`src/rtl/aes_pkg.sv`:
```
// Shared AES constants, FSM state type and byte-wide S-box lookups.
// sbox() only feeds the optional result self-check.
package aes_pkg;

    localparam int unsigned AES_BLOCK_W = 128;
    localparam int unsigned AES_NBYTES  = 16;

    typedef enum logic [1:0] {
        StIdle,
        StRun,
        StDone
    } state_e;

    // Indexed by {row, col} = {high nibble, low nibble}
    localparam logic [7:0] INV_SBOX_TBL [256] = '{
        8'h52, 8'h09, 8'h6a, 8'hd5, 8'h30, 8'h36, 8'ha5, 8'h38,
        8'hbf, 8'h40, 8'ha3, 8'h9e, 8'h81, 8'hf3, 8'hd7, 8'hfb,
        8'h7c, 8'he3, 8'h39, 8'h82, 8'h9b, 8'h2f, 8'hff, 8'h87,
        8'h34, 8'h8e, 8'h43, 8'h44, 8'hc4, 8'hde, 8'he9, 8'hcb,
        8'h54, 8'h7b, 8'h94, 8'h32, 8'ha6, 8'hc2, 8'h23, 8'h3d,
        8'hee, 8'h4c, 8'h95, 8'h0b, 8'h42, 8'hfa, 8'hc3, 8'h4e,
        8'h08, 8'h2e, 8'ha1, 8'h66, 8'h28, 8'hd9, 8'h24, 8'hb2,
        8'h76, 8'h5b, 8'ha2, 8'h49, 8'h6d, 8'h8b, 8'hd1, 8'h25,
        8'h72, 8'hf8, 8'hf6, 8'h64, 8'h86, 8'h68, 8'h98, 8'h16,
        8'hd4, 8'ha4, 8'h5c, 8'hcc, 8'h5d, 8'h65, 8'hb6, 8'h92,
        8'h6c, 8'h70, 8'h48, 8'h50, 8'hfd, 8'hed, 8'hb9, 8'hda,
        8'h5e, 8'h15, 8'h46, 8'h57, 8'ha7, 8'h8d, 8'h9d, 8'h84,
        8'h90, 8'hd8, 8'hab, 8'h00, 8'h8c, 8'hbc, 8'hd3, 8'h0a,
        8'hf7, 8'he4, 8'h58, 8'h05, 8'hb8, 8'hb3, 8'h45, 8'h06,
        8'hd0, 8'h2c, 8'h1e, 8'h8f, 8'hca, 8'h3f, 8'h0f, 8'h02,
        8'hc1, 8'haf, 8'hbd, 8'h03, 8'h01, 8'h13, 8'h8a, 8'h6b,
        8'h3a, 8'h91, 8'h11, 8'h41, 8'h4f, 8'h67, 8'hdc, 8'hea,
        8'h97, 8'hf2, 8'hcf, 8'hce, 8'hf0, 8'hb4, 8'he6, 8'h73,
        8'h96, 8'hac, 8'h74, 8'h22, 8'he7, 8'had, 8'h35, 8'h85,
        8'he2, 8'hf9, 8'h37, 8'he8, 8'h1c, 8'h75, 8'hdf, 8'h6e,
        8'h47, 8'hf1, 8'h1a, 8'h71, 8'h1d, 8'h29, 8'hc5, 8'h89,
        8'h6f, 8'hb7, 8'h62, 8'h0e, 8'haa, 8'h18, 8'hbe, 8'h1b,
        8'hfc, 8'h56, 8'h3e, 8'h4b, 8'hc6, 8'hd2, 8'h79, 8'h20,
        8'h9a, 8'hdb, 8'hc0, 8'hfe, 8'h78, 8'hcd, 8'h5a, 8'hf4,
        8'h1f, 8'hdd, 8'ha8, 8'h33, 8'h88, 8'h07, 8'hc7, 8'h31,
        8'hb1, 8'h12, 8'h10, 8'h59, 8'h27, 8'h80, 8'hec, 8'h5f,
        8'h60, 8'h51, 8'h7f, 8'ha9, 8'h19, 8'hb5, 8'h4a, 8'h0d,
        8'h2d, 8'he5, 8'h7a, 8'h9f, 8'h93, 8'hc9, 8'h9c, 8'hef,
        8'ha0, 8'he0, 8'h3b, 8'h4d, 8'hae, 8'h2a, 8'hf5, 8'hb0,
        8'hc8, 8'heb, 8'hbb, 8'h3c, 8'h83, 8'h53, 8'h99, 8'h61,
        8'h17, 8'h2b, 8'h04, 8'h7e, 8'hba, 8'h77, 8'hd6, 8'h26,
        8'he1, 8'h69, 8'h14, 8'h63, 8'h55, 8'h21, 8'h0c, 8'h7d
    };

    localparam logic [7:0] SBOX_TBL [256] = '{
        8'h63, 8'h7c, 8'h77, 8'h7b, 8'hf2, 8'h6b, 8'h6f, 8'hc5,
        8'h30, 8'h01, 8'h67, 8'h2b, 8'hfe, 8'hd7, 8'hab, 8'h76,
        8'hca, 8'h82, 8'hc9, 8'h7d, 8'hfa, 8'h59, 8'h47, 8'hf0,
        8'had, 8'hd4, 8'ha2, 8'haf, 8'h9c, 8'ha4, 8'h72, 8'hc0,
        8'hb7, 8'hfd, 8'h93, 8'h26, 8'h36, 8'h3f, 8'hf7, 8'hcc,
        8'h34, 8'ha5, 8'he5, 8'hf1, 8'h71, 8'hd8, 8'h31, 8'h15,
        8'h04, 8'hc7, 8'h23, 8'hc3, 8'h18, 8'h96, 8'h05, 8'h9a,
        8'h07, 8'h12, 8'h80, 8'he2, 8'heb, 8'h27, 8'hb2, 8'h75,
        8'h09, 8'h83, 8'h2c, 8'h1a, 8'h1b, 8'h6e, 8'h5a, 8'ha0,
        8'h52, 8'h3b, 8'hd6, 8'hb3, 8'h29, 8'he3, 8'h2f, 8'h84,
        8'h53, 8'hd1, 8'h00, 8'hed, 8'h20, 8'hfc, 8'hb1, 8'h5b,
        8'h6a, 8'hcb, 8'hbe, 8'h39, 8'h4a, 8'h4c, 8'h58, 8'hcf,
        8'hd0, 8'hef, 8'haa, 8'hfb, 8'h43, 8'h4d, 8'h33, 8'h85,
        8'h45, 8'hf9, 8'h02, 8'h7f, 8'h50, 8'h3c, 8'h9f, 8'ha8,
        8'h51, 8'ha3, 8'h40, 8'h8f, 8'h92, 8'h9d, 8'h38, 8'hf5,
        8'hbc, 8'hb6, 8'hda, 8'h21, 8'h10, 8'hff, 8'hf3, 8'hd2,
        8'hcd, 8'h0c, 8'h13, 8'hec, 8'h5f, 8'h97, 8'h44, 8'h17,
        8'hc4, 8'ha7, 8'h7e, 8'h3d, 8'h64, 8'h5d, 8'h19, 8'h73,
        8'h60, 8'h81, 8'h4f, 8'hdc, 8'h22, 8'h2a, 8'h90, 8'h88,
        8'h46, 8'hee, 8'hb8, 8'h14, 8'hde, 8'h5e, 8'h0b, 8'hdb,
        8'he0, 8'h32, 8'h3a, 8'h0a, 8'h49, 8'h06, 8'h24, 8'h5c,
        8'hc2, 8'hd3, 8'hac, 8'h62, 8'h91, 8'h95, 8'he4, 8'h79,
        8'he7, 8'hc8, 8'h37, 8'h6d, 8'h8d, 8'hd5, 8'h4e, 8'ha9,
        8'h6c, 8'h56, 8'hf4, 8'hea, 8'h65, 8'h7a, 8'hae, 8'h08,
        8'hba, 8'h78, 8'h25, 8'h2e, 8'h1c, 8'ha6, 8'hb4, 8'hc6,
        8'he8, 8'hdd, 8'h74, 8'h1f, 8'h4b, 8'hbd, 8'h8b, 8'h8a,
        8'h70, 8'h3e, 8'hb5, 8'h66, 8'h48, 8'h03, 8'hf6, 8'h0e,
        8'h61, 8'h35, 8'h57, 8'hb9, 8'h86, 8'hc1, 8'h1d, 8'h9e,
        8'he1, 8'hf8, 8'h98, 8'h11, 8'h69, 8'hd9, 8'h8e, 8'h94,
        8'h9b, 8'h1e, 8'h87, 8'he9, 8'hce, 8'h55, 8'h28, 8'hdf,
        8'h8c, 8'ha1, 8'h89, 8'h0d, 8'hbf, 8'he6, 8'h42, 8'h68,
        8'h41, 8'h99, 8'h2d, 8'h0f, 8'hb0, 8'h54, 8'hbb, 8'h16
    };

    function automatic logic [7:0] inv_sbox(input logic [7:0] b);
        return INV_SBOX_TBL[b];
    endfunction

    function automatic logic [7:0] sbox(input logic [7:0] b);
        return SBOX_TBL[b];
    endfunction

endpackage

```
`src/rtl/inv_sub_bytes_seq_if.sv`:
```
// Block-in / block-out valid-ready bus of the InvSubBytes engine.
// slave = engine side, master = producer/consumer side.
interface inv_sub_bytes_seq_if;
    import aes_pkg::*;

    logic                   in_valid;
    logic                   in_ready;
    logic [AES_BLOCK_W-1:0] in_data;
    logic                   out_valid;
    logic                   out_ready;
    logic [AES_BLOCK_W-1:0] out_data;

    modport slave (
        input  in_valid,
        input  in_data,
        input  out_ready,
        output in_ready,
        output out_valid,
        output out_data
    );

    modport master (
        output in_valid,
        output in_data,
        output out_ready,
        input  in_ready,
        input  out_valid,
        input  out_data
    );

endinterface

```
`src/rtl/inv_sbox_byte.sv`:
```
// Single-byte combinational inverse S-box lookup.
module inv_sbox_byte
    import aes_pkg::*;
(
    input  logic [7:0] data_i,
    output logic [7:0] data_o
);

    assign data_o = inv_sbox(data_i);

endmodule

```
`src/rtl/inv_sub_bytes_seq.sv`:
```
// Iterative AES InvSubBytes engine: LANES bytes per cycle, byte 0 first.
// Define INV_SUB_BYTES_SELFCHECK_EN to re-encrypt each result and raise a sticky err on mismatch.
module inv_sub_bytes_seq
    import aes_pkg::*;
#(
    parameter int unsigned LANES = 4
) (
    input  logic               clk,
    input  logic               rst,
    inv_sub_bytes_seq_if.slave bus,
    output logic               busy,
    output logic               err
);

    localparam int unsigned NCYC    = AES_NBYTES / LANES;
    localparam int unsigned CNT_W   = (NCYC > 1) ? $clog2(NCYC) : 1;
    localparam int unsigned LANE_W  = 8 * LANES;
    localparam int unsigned LANE_SH = $clog2(LANE_W);
    localparam int unsigned IDX_W   = $clog2(AES_BLOCK_W);

    state_e                 state_q, state_d;
    logic [CNT_W-1:0]       cnt_q, cnt_d;
    logic [AES_BLOCK_W-1:0] work_q, work_d;
    logic [LANE_W-1:0]      lane_in, lane_out;
    logic [IDX_W-1:0]       lane_base;
    logic                   in_ready, out_valid, last_cyc, accept;

    assign lane_base = IDX_W'(cnt_q) << LANE_SH;
    assign lane_in   = work_q[lane_base +: LANE_W];
    assign last_cyc  = (cnt_q == CNT_W'(NCYC - 1));
    assign accept    = in_ready & bus.in_valid;

    for (genvar l = 0; l < LANES; l++) begin : g_lane
        inv_sbox_byte u_inv_sbox (
            .data_i (lane_in[8*l +: 8]),
            .data_o (lane_out[8*l +: 8])
        );
    end

    always_comb begin
        state_d   = state_q;
        cnt_d     = cnt_q;
        work_d    = work_q;
        in_ready  = 1'b0;
        out_valid = 1'b0;
        unique case (state_q)
            StIdle: begin
                in_ready = 1'b1;
                if (bus.in_valid) begin
                    work_d  = bus.in_data;
                    cnt_d   = '0;
                    state_d = StRun;
                end
            end
            StRun: begin
                work_d[lane_base +: LANE_W] = lane_out;
                if (last_cyc) begin
                    state_d = StDone;
                end else begin
                    cnt_d = cnt_q + 1'b1;
                end
            end
            StDone: begin
                out_valid = 1'b1;
                if (bus.out_ready) begin
                    state_d = StIdle;
                end
            end
            default: state_d = StIdle;
        endcase
    end

    always_ff @(posedge clk or posedge rst) begin
        if (rst) begin
            state_q <= StIdle;
            cnt_q   <= '0;
            work_q  <= '0;
        end else begin
            state_q <= state_d;
            cnt_q   <= cnt_d;
            work_q  <= work_d;
        end
    end

    assign bus.in_ready  = in_ready;
    assign bus.out_valid = out_valid;
    // Work register is only written in IDLE/RUN, so it is frozen while out_valid is high
    assign bus.out_data  = work_q;
    assign busy          = (state_q != StIdle);

`ifdef INV_SUB_BYTES_SELFCHECK_EN
    logic [AES_BLOCK_W-1:0] copy_q, copy_d;
    logic                   err_q, err_d, mismatch;

    always_comb begin
        mismatch = 1'b0;
        for (int i = 0; i < AES_NBYTES; i++) begin
            if (sbox(work_q[8*i +: 8]) != copy_q[8*i +: 8]) begin
                mismatch = 1'b1;
            end
        end
        copy_d = accept ? bus.in_data : copy_q;
        err_d  = err_q | (out_valid & bus.out_ready & mismatch);
    end

    always_ff @(posedge clk or posedge rst) begin
        if (rst) begin
            copy_q <= '0;
            err_q  <= 1'b0;
        end else begin
            copy_q <= copy_d;
            err_q  <= err_d;
        end
    end

    assign err = err_q;
`else
    logic unused_accept;
    assign unused_accept = accept;
    assign err           = 1'b0;
`endif

endmodule

```
`src/flat_wrapper.sv`:
```
// flat-port wrapper written by rule: the top's interface ports become plain ports
module inv_sub_bytes_seq_flat import aes_pkg::*;
#(
    parameter int unsigned LANES = 4
)
  (clk, rst, busy, err, bus_in_valid, bus_in_data, bus_out_ready, bus_in_ready, bus_out_valid, bus_out_data);
  inv_sub_bytes_seq_if bus_i ();
  input  logic clk;
  input  logic rst;
  output logic busy;
  output logic err;
  input wire logic [$bits(bus_i.in_valid)-1:0] bus_in_valid;
  input wire logic [$bits(bus_i.in_data)-1:0] bus_in_data;
  input wire logic [$bits(bus_i.out_ready)-1:0] bus_out_ready;
  output wire logic [$bits(bus_i.in_ready)-1:0] bus_in_ready;
  output wire logic [$bits(bus_i.out_valid)-1:0] bus_out_valid;
  output wire logic [$bits(bus_i.out_data)-1:0] bus_out_data;
  assign bus_i.in_valid = bus_in_valid;
  assign bus_i.in_data = bus_in_data;
  assign bus_i.out_ready = bus_out_ready;
  assign bus_in_ready = bus_i.in_ready;
  assign bus_out_valid = bus_i.out_valid;
  assign bus_out_data = bus_i.out_data;
  inv_sub_bytes_seq #(.LANES(LANES)) u_core (.clk(clk), .rst(rst), .bus(bus_i), .busy(busy), .err(err));
endmodule
```
`config.mk`:
```
export PLATFORM = sky130hd
export DESIGN_NAME = inv_sub_bytes_seq_flat
export DESIGN_NICKNAME = d
export VERILOG_FILES = /design/src/rtl/aes_pkg.sv /design/src/rtl/inv_sub_bytes_seq_if.sv /design/src/rtl/inv_sbox_byte.sv /design/src/rtl/inv_sub_bytes_seq.sv /design/src/flat_wrapper.sv
export SDC_FILE = /design/constraint.sdc
export NUM_CORES = 1
export LEC_CHECK = 0
export ABC_AREA = 1
export BUFFER_PORTS_ARGS = -buffer_cell sky130_fd_sc_hd__buf_2
export CAP_MARGIN = 20
export CORE_MARGIN = 1.5
export CORE_UTILIZATION = 35
export CTS_BUF_LIST = sky130_fd_sc_hd__clkbuf_8
export DETAILED_ROUTE_END_ITERATION = 10
export PLACE_DENSITY = 0.62
export SETUP_SLACK_MARGIN = 0.2
export SLEW_MARGIN = 20
export SYNTH_ARGS = -nofsm -noshare
export SYNTH_HDL_FRONTEND = slang
export SYNTH_HIERARCHICAL = 1
export SYNTH_SLANG_ARGS = --single-unit
```
`constraint.sdc`:
```
create_clock -name clk -period 4.7 [get_ports clk]
set_input_delay 1.175 -clock clk [delete_from_list [all_inputs] [get_ports clk]]
set_output_delay 1.175 -clock clk [all_outputs]
set_load 0.01 [all_outputs]
```
# Word-level counts from Yosys, hierarchy flattened
# Memories as Yosys holds them, arrays and structs flattened.
# Index checks and enable logic that the tools add are counted.
# totals
register_bits	132
mem_bits_ro	8192
input_bits	132
out_inout_bits	132
word_cells	53
memories	4
# op_classes
add_sub_neg	2
n_lt_le_gt_ge	4
n_eq_ne	7
n_shift	3
muxes	20
n_bitwise	4
n_reduce_logical	6
# mem_list
memory	words	width	read_ports	rd_clocked_by_memory_dff	wr	line_no	text
(name not given)	256	8	1	0	0	aes_pkg.sv:86	return INV_SBOX_TBL[b];
(name not given)	256	8	1	0	0	aes_pkg.sv:86	
(name not given)	256	8	1	0	0	aes_pkg.sv:86	
(name not given)	256	8	1	0	0	aes_pkg.sv:86	
# op_table
cell	n
$pmux W128 S2	1
$bwmux W128	1
$mux W128	1
$shift A32 B9 Y128 const A	1
$shiftx A128 B8 Y32	1
$shiftx A32 B9 Y128	1
$mux W8	8
$ge A9 B9 Y1 const B	4
$not A8 Y9	4
$mux W2	5
$neg A7 Y9	1
$ne A2 B2 Y1 const B	3
$pmux W2 S3	1
$reduce_and A3 Y1	2
$eq A2 B2 Y1 const B	2
$pmux W2 S2	1
$reduce_bool A2 Y1	2
$add A2 B1 Y2 const B	1
$eq A2 B1 Y1 const B	1
$logic_not A2 Y1	1
$mux W1	2
$ne A2 B1 Y1 const B	1
$reduce_and A2 Y1	1

# Logic depth before layout (Yosys ltp)
# logic_depth
depth_word	8
mapped_depth	27
mapped_depth_nobuf	22

# Cells and area by module
# Netlist, hierarchy kept.
# by_module_without_submodules
module	n_inst	cells_each	area_each_um2	seq_area_each_um2
inv_sub_bytes_seq	1	1346	8333.0	3303.2
inv_sbox_byte at u_core.g_lane[2].u_inv_sbox ...	2	633	3106.7	0.0
inv_sbox_byte at u_core.g_lane[0].u_inv_sbox ...	2	615	3034.2	0.0

# Worst setup path after synthesis
# No wires, ideal clock.
# synth_path
kind	register -> register
startpoint	register u_core.cnt_q[0]
endpoint	register u_core.work_q[34], in the netlist u_core/bus.out_data[34]
setup_time_ns	0.071
arrival_ns	3.754
required_ns	4.629
slack_ns	0.874
path_stages_with_launch	25
n_path_buf	5
synth_period_minus_slack_ns	3.826
path_cell_list	dfrtp_1 -> buf_2 -> buf_2 -> clkbuf_1 -> nor2_1 -> o22ai_1 -> inv_1 -> ha_1 -> buf_4 -> inv_1 -> nand2_1 -> buf_4 -> nand3_1 -> nand3_1 -> nand3_1 -> nand3_1 -> nand2_1 -> nand2_1 -> nand2_1 -> inv_1 -> nor2_1 -> nand2_1 -> nor2_1 -> nor2_1 -> nor2_1
# synth_between
elab_chain_cells	8
word_cells_on_any_way	22
classes_between	add/sub (1); shift (3); mux (10); bitwise (4); memory (4)
# synth_rtl
item	line_no	text
start: declaration	inv_sub_bytes_seq.sv:22	logic [CNT_W-1:0] cnt_q, cnt_d;
start signal: assignment	inv_sub_bytes_seq.sv:80	cnt_q <= cnt_d;
$shiftx A128 B8 Y32	inv_sub_bytes_seq.sv:29	assign lane_in = work_q[lane_base +: LANE_W];
net u_core.lane_in[0]	inv_sub_bytes_seq.sv:24	logic [LANE_W-1:0] lane_in, lane_out;
$not A8 Y9 (implied by the code)	aes_pkg.sv:86	
$mem_v2 Z256 W8	--	
$mux W8 (implied by the code) (2 in series)	aes_pkg.sv:86	
net u_core.lane_out[2]	inv_sub_bytes_seq.sv:24	
$shiftx A32 B9 Y128	inv_sub_bytes_seq.sv:56	work_d[lane_base +: LANE_W] = lane_out;
$bwmux W128	inv_sub_bytes_seq.sv:56	
$pmux W128 S2	inv_sub_bytes_seq.sv:46	unique case (state_q)
end signal: assignment	inv_sub_bytes_seq.sv:81	work_q <= work_d;
end: declaration	inv_sub_bytes_seq.sv:23	logic [AES_BLOCK_W-1:0] work_q, work_d;
# The timed path passes the listed nets, and every way through them passes these cells. The select of a mux whose other input is x is not followed.
# A chain may end at the register's enable or synchronous reset.

# Worst setup path in the final report
# layout_path
startpoint	register u_core.cnt_q[0]
endpoint	register u_core.work_q[92], in the netlist u_core/bus.out_data[92]
# The elaborated chain is that of the path after synthesis.

==> impl_metrics.env <==
export IMPL_timing_critical_path_mode_cell="nand3_1"
export IMPL_dr_total_vias=27400
export IMPL_grt_overflow=0
export IMPL_ys_warnings_count=6
export IMPL_synthArstFlopShare_pct=100
export IMPL_cts_tree="yes"
export IMPL_tightest_slew_ps=1080
export IMPL_grt_pass1_vias=25200
export IMPL_ctsRootBufferMaster="clkbuf_8"
export IMPL_finalWirelength_um=108000
export IMPL_yosysSeqAreaShare_pct=16.0
export IMPL_synth_area_leaders="nand3_1, nand2_1, dfrtp_1, nor2_1, ha_1"
export IMPL_synth_compound_area_share_pct=7.59
export IMPL_synth_cell_type_count=34
export IMPL_avgSynthCellArea_sq_um=5.37
export IMPL_synth_edff_count=0
export IMPL_clk_latency_ps=600
export IMPL_finalSetupTns_ps=0
export IMPL_min_period_ps=4230
export IMPL_core_area_sq_um=57900
export IMPL_setup_worst_path_start_class="register"
export IMPL_synth_xor_area_share_pct=0
export IMPL_numPortBuffers=262
export IMPL_dr_wl_met2_um=47900
export IMPL_cts_buffers_inserted=17
export IMPL_rsz0062_at_grt="no"
export IMPL_ios=264
export IMPL_fin_nets=4135
export IMPL_holdCritStartpoint="u_core/bus.out_data[22]"
export IMPL_fmax_ghz=0.237
export IMPL_synthSimpleGateAreaFrac_pct=60.3
export IMPL_r2r_slack_ps=470
export IMPL_clk_transition_reported_paths_ps=110
export IMPL_hold_ws_ps=541
export IMPL_relSlewSlack_pct=28.2
export IMPL_dieArea_sq_um=60400
export IMPL_grt_pass1_wl_um=160000
export IMPL_worstPathArrival_ps=4700
export IMPL_rr_startpoint="u_core/cnt_q[0]"
export IMPL_run_status="complete, no violations"
export IMPL_cts_repair_resized=0
export IMPL_crit_family="simple AND/OR/NAND/NOR gates"
export IMPL_hold_viol=0
export IMPL_synth_top_family_by_area="simple AND/OR/NAND/NOR gates"
export IMPL_cap_viol_max_count=0
export IMPL_required_ps=5180
export IMPL_crit_fanout=41
export IMPL_post_cts_buffers=0
export IMPL_hp_class="reg -> reg"
export IMPL_fp_row_count=88
export IMPL_crit_type="reg -> reg"
export IMPL_regToRegEndpoint="u_core/bus.out_data[92]"
export IMPL_synthesis_nets=4059
export IMPL_slew_violations=0
export IMPL_syn_cell_area_sq_um=20600
export IMPL_synth_top_cells_by_count="nand2_1, nand3_1, nor2_1"
export IMPL_synth_adder_area_share_pct=5.16
export IMPL_viasPerCell=5.82
export IMPL_period_share_pct=89.9
export IMPL_path_buf_inv=4
export IMPL_clock_sinks=132
export IMPL_reg2regPathDepth=18
export IMPL_timing_critical_path_slowest_stage_cell="nand2_1"
export IMPL_drc=0
export IMPL_yosysMostFrequentCell="nand2_1"
export IMPL_holdPathEnd="u_core/bus.out_data[22]"
export IMPL_met1Wirelength_um=42700
export IMPL_setup_violations=0
export IMPL_synth_ff_type="dfrtp_1"
export IMPL_ys_ff_latch=132
export IMPL_grt_max_degree=91
export IMPL_die_h_um=246
export IMPL_firstDrtPassIters=8
export IMPL_final_antenna_net_count=0
export IMPL_path_cells="inv_2 -> buf_4 -> o21ai_0 -> o22ai_4 -> buf_4 -> nand2_1 -> nand3_1 -> nand3_1 -> nand3_1 -> nand3_1 -> nand3_1 -> nand2_1 -> inv_1 -> nor2_1 -> nand2_1 -> nor2_1 -> nor2_1 -> nor2_1"
export IMPL_antenna_found_initial=8
export IMPL_clockBufferDepth=2
export IMPL_crit_path_end_kind="register"
export IMPL_dp_hpwl_um=74000
export IMPL_synth_top_cell_by_area="nand3_1"
export IMPL_highest_layer="met5"
export IMPL_drive_gt1_share_pct=13.0
export IMPL_holdPathStages=2
export IMPL_cts_max_level=4
export IMPL_synthMuxAreaShare_pct=0
export IMPL_area_growth_syn_to_layout_pct=9.40
export IMPL_wl_per_cell_um=23.0
export IMPL_syn_instance_count=3842
export IMPL_place_congestion=1.02
export IMPL_postCtsHoldBufs=0
export IMPL_synth_top_area_share_pct=22.6
export IMPL_cpPeakStageDelay_ps=570
export IMPL_wl_met3_um=11600
export IMPL_clock_skew_final_ps=33.9
export IMPL_dr_first_iter_drc_count=4291
export IMPL_start_util_pct=35.6
export IMPL_track_usage_pct=34.6
export IMPL_fp_dieW_um=246
## logic make-up after synthesis
group                      count (synthesis)
and+or+nand+nor                         2914
AOI/OAI and AO/OA                        282
other                                      1
adders and majority gates                 85
buffers and inverters                    428
DFF                                      132
## metrics by stage
stage | std cells | worst slack, ps | util (%) | cell area, sq um
finish | 4698 | 475 | 38.9 | 22600
global route | 4698 | 269 | 38.9 | 22600
CTS | 4696 | 608 | 38.9 | 22500
detailed placement | 4664 | 658 | 38.3 | 22200
global placement | 4664 | 677 | 38.3 | 22200
floorplan | 3842 | 874 | - | 20600
## placed cells by master, fill, tap and decap left out, types with 6 or more instances in the layout
cell,count
nand2_1,1140
ha_1,84
inv_4,6
nor2_2,8
o21ai_1,8
buf_4,66
o22ai_4,12
buf_12,13
o22ai_1,16
nand2_2,42
nand3_1,927
nand2_4,14
a21oi_1,94
nor2_4,8
a21oi_2,18
dfrtp_1,130
buf_2,262
inv_1,122
clkbuf_8,19
inv_2,15
nor2_1,759
o21ai_0,119
## layer usage
metal,track usage [%],vias to the layer above
met2,54.0,1866
met1,44.5,12500
met5,0,-
met3,7.92,385
met4,17.8,12
li1,-,12600
## worst register-to-register path, stage by stage (launching register included)
cell	delay [ps]
dfrtp_4	520
inv_2	280
buf_4	320
o21ai_0	180
o22ai_4	170
buf_4	530
nand2_1	600
nand3_1	470
nand3_1	120
nand3_1	130
nand3_1	70
nand3_1	80
nand2_1	170
inv_1	100
nor2_1	50
nand2_1	100
nor2_1	60
nor2_1	120
nor2_1	50
## worst max-delay path by stage
stage,start,end,cells after the start
floorplan,u_core/cnt_q[0],u_core/bus.out_data[34],24
global placement,u_core/cnt_q[0],u_core/bus.out_data[58],16
detailed placement,u_core/cnt_q[0],u_core/bus.out_data[41],20
CTS,u_core/cnt_q[0],u_core/bus.out_data[41],20
global route,u_core/cnt_q[0],u_core/bus.out_data[41],20
finish,u_core/cnt_q[0],u_core/bus.out_data[92],18
## state kept, by name (all words and copies together) (netlist names)
register             count
u_core/bus.out_data    128
u_core/cnt_q             2
u_core/state_q           2
## final cells by class
type,count,area [sq um]
diodes,2,5.00
well taps,765,957
fillers,6702,35400
multi-input cells,3282,15300
inverters,144,559
flip-flops and latches,132,3310
clock inverters,13,123
repair buffers,341,2070
clock buffers,19,262
Power is left out: the tool's default activity adds up to more than one toggle a clock period on the data nets, which glitch-free logic cannot reach.
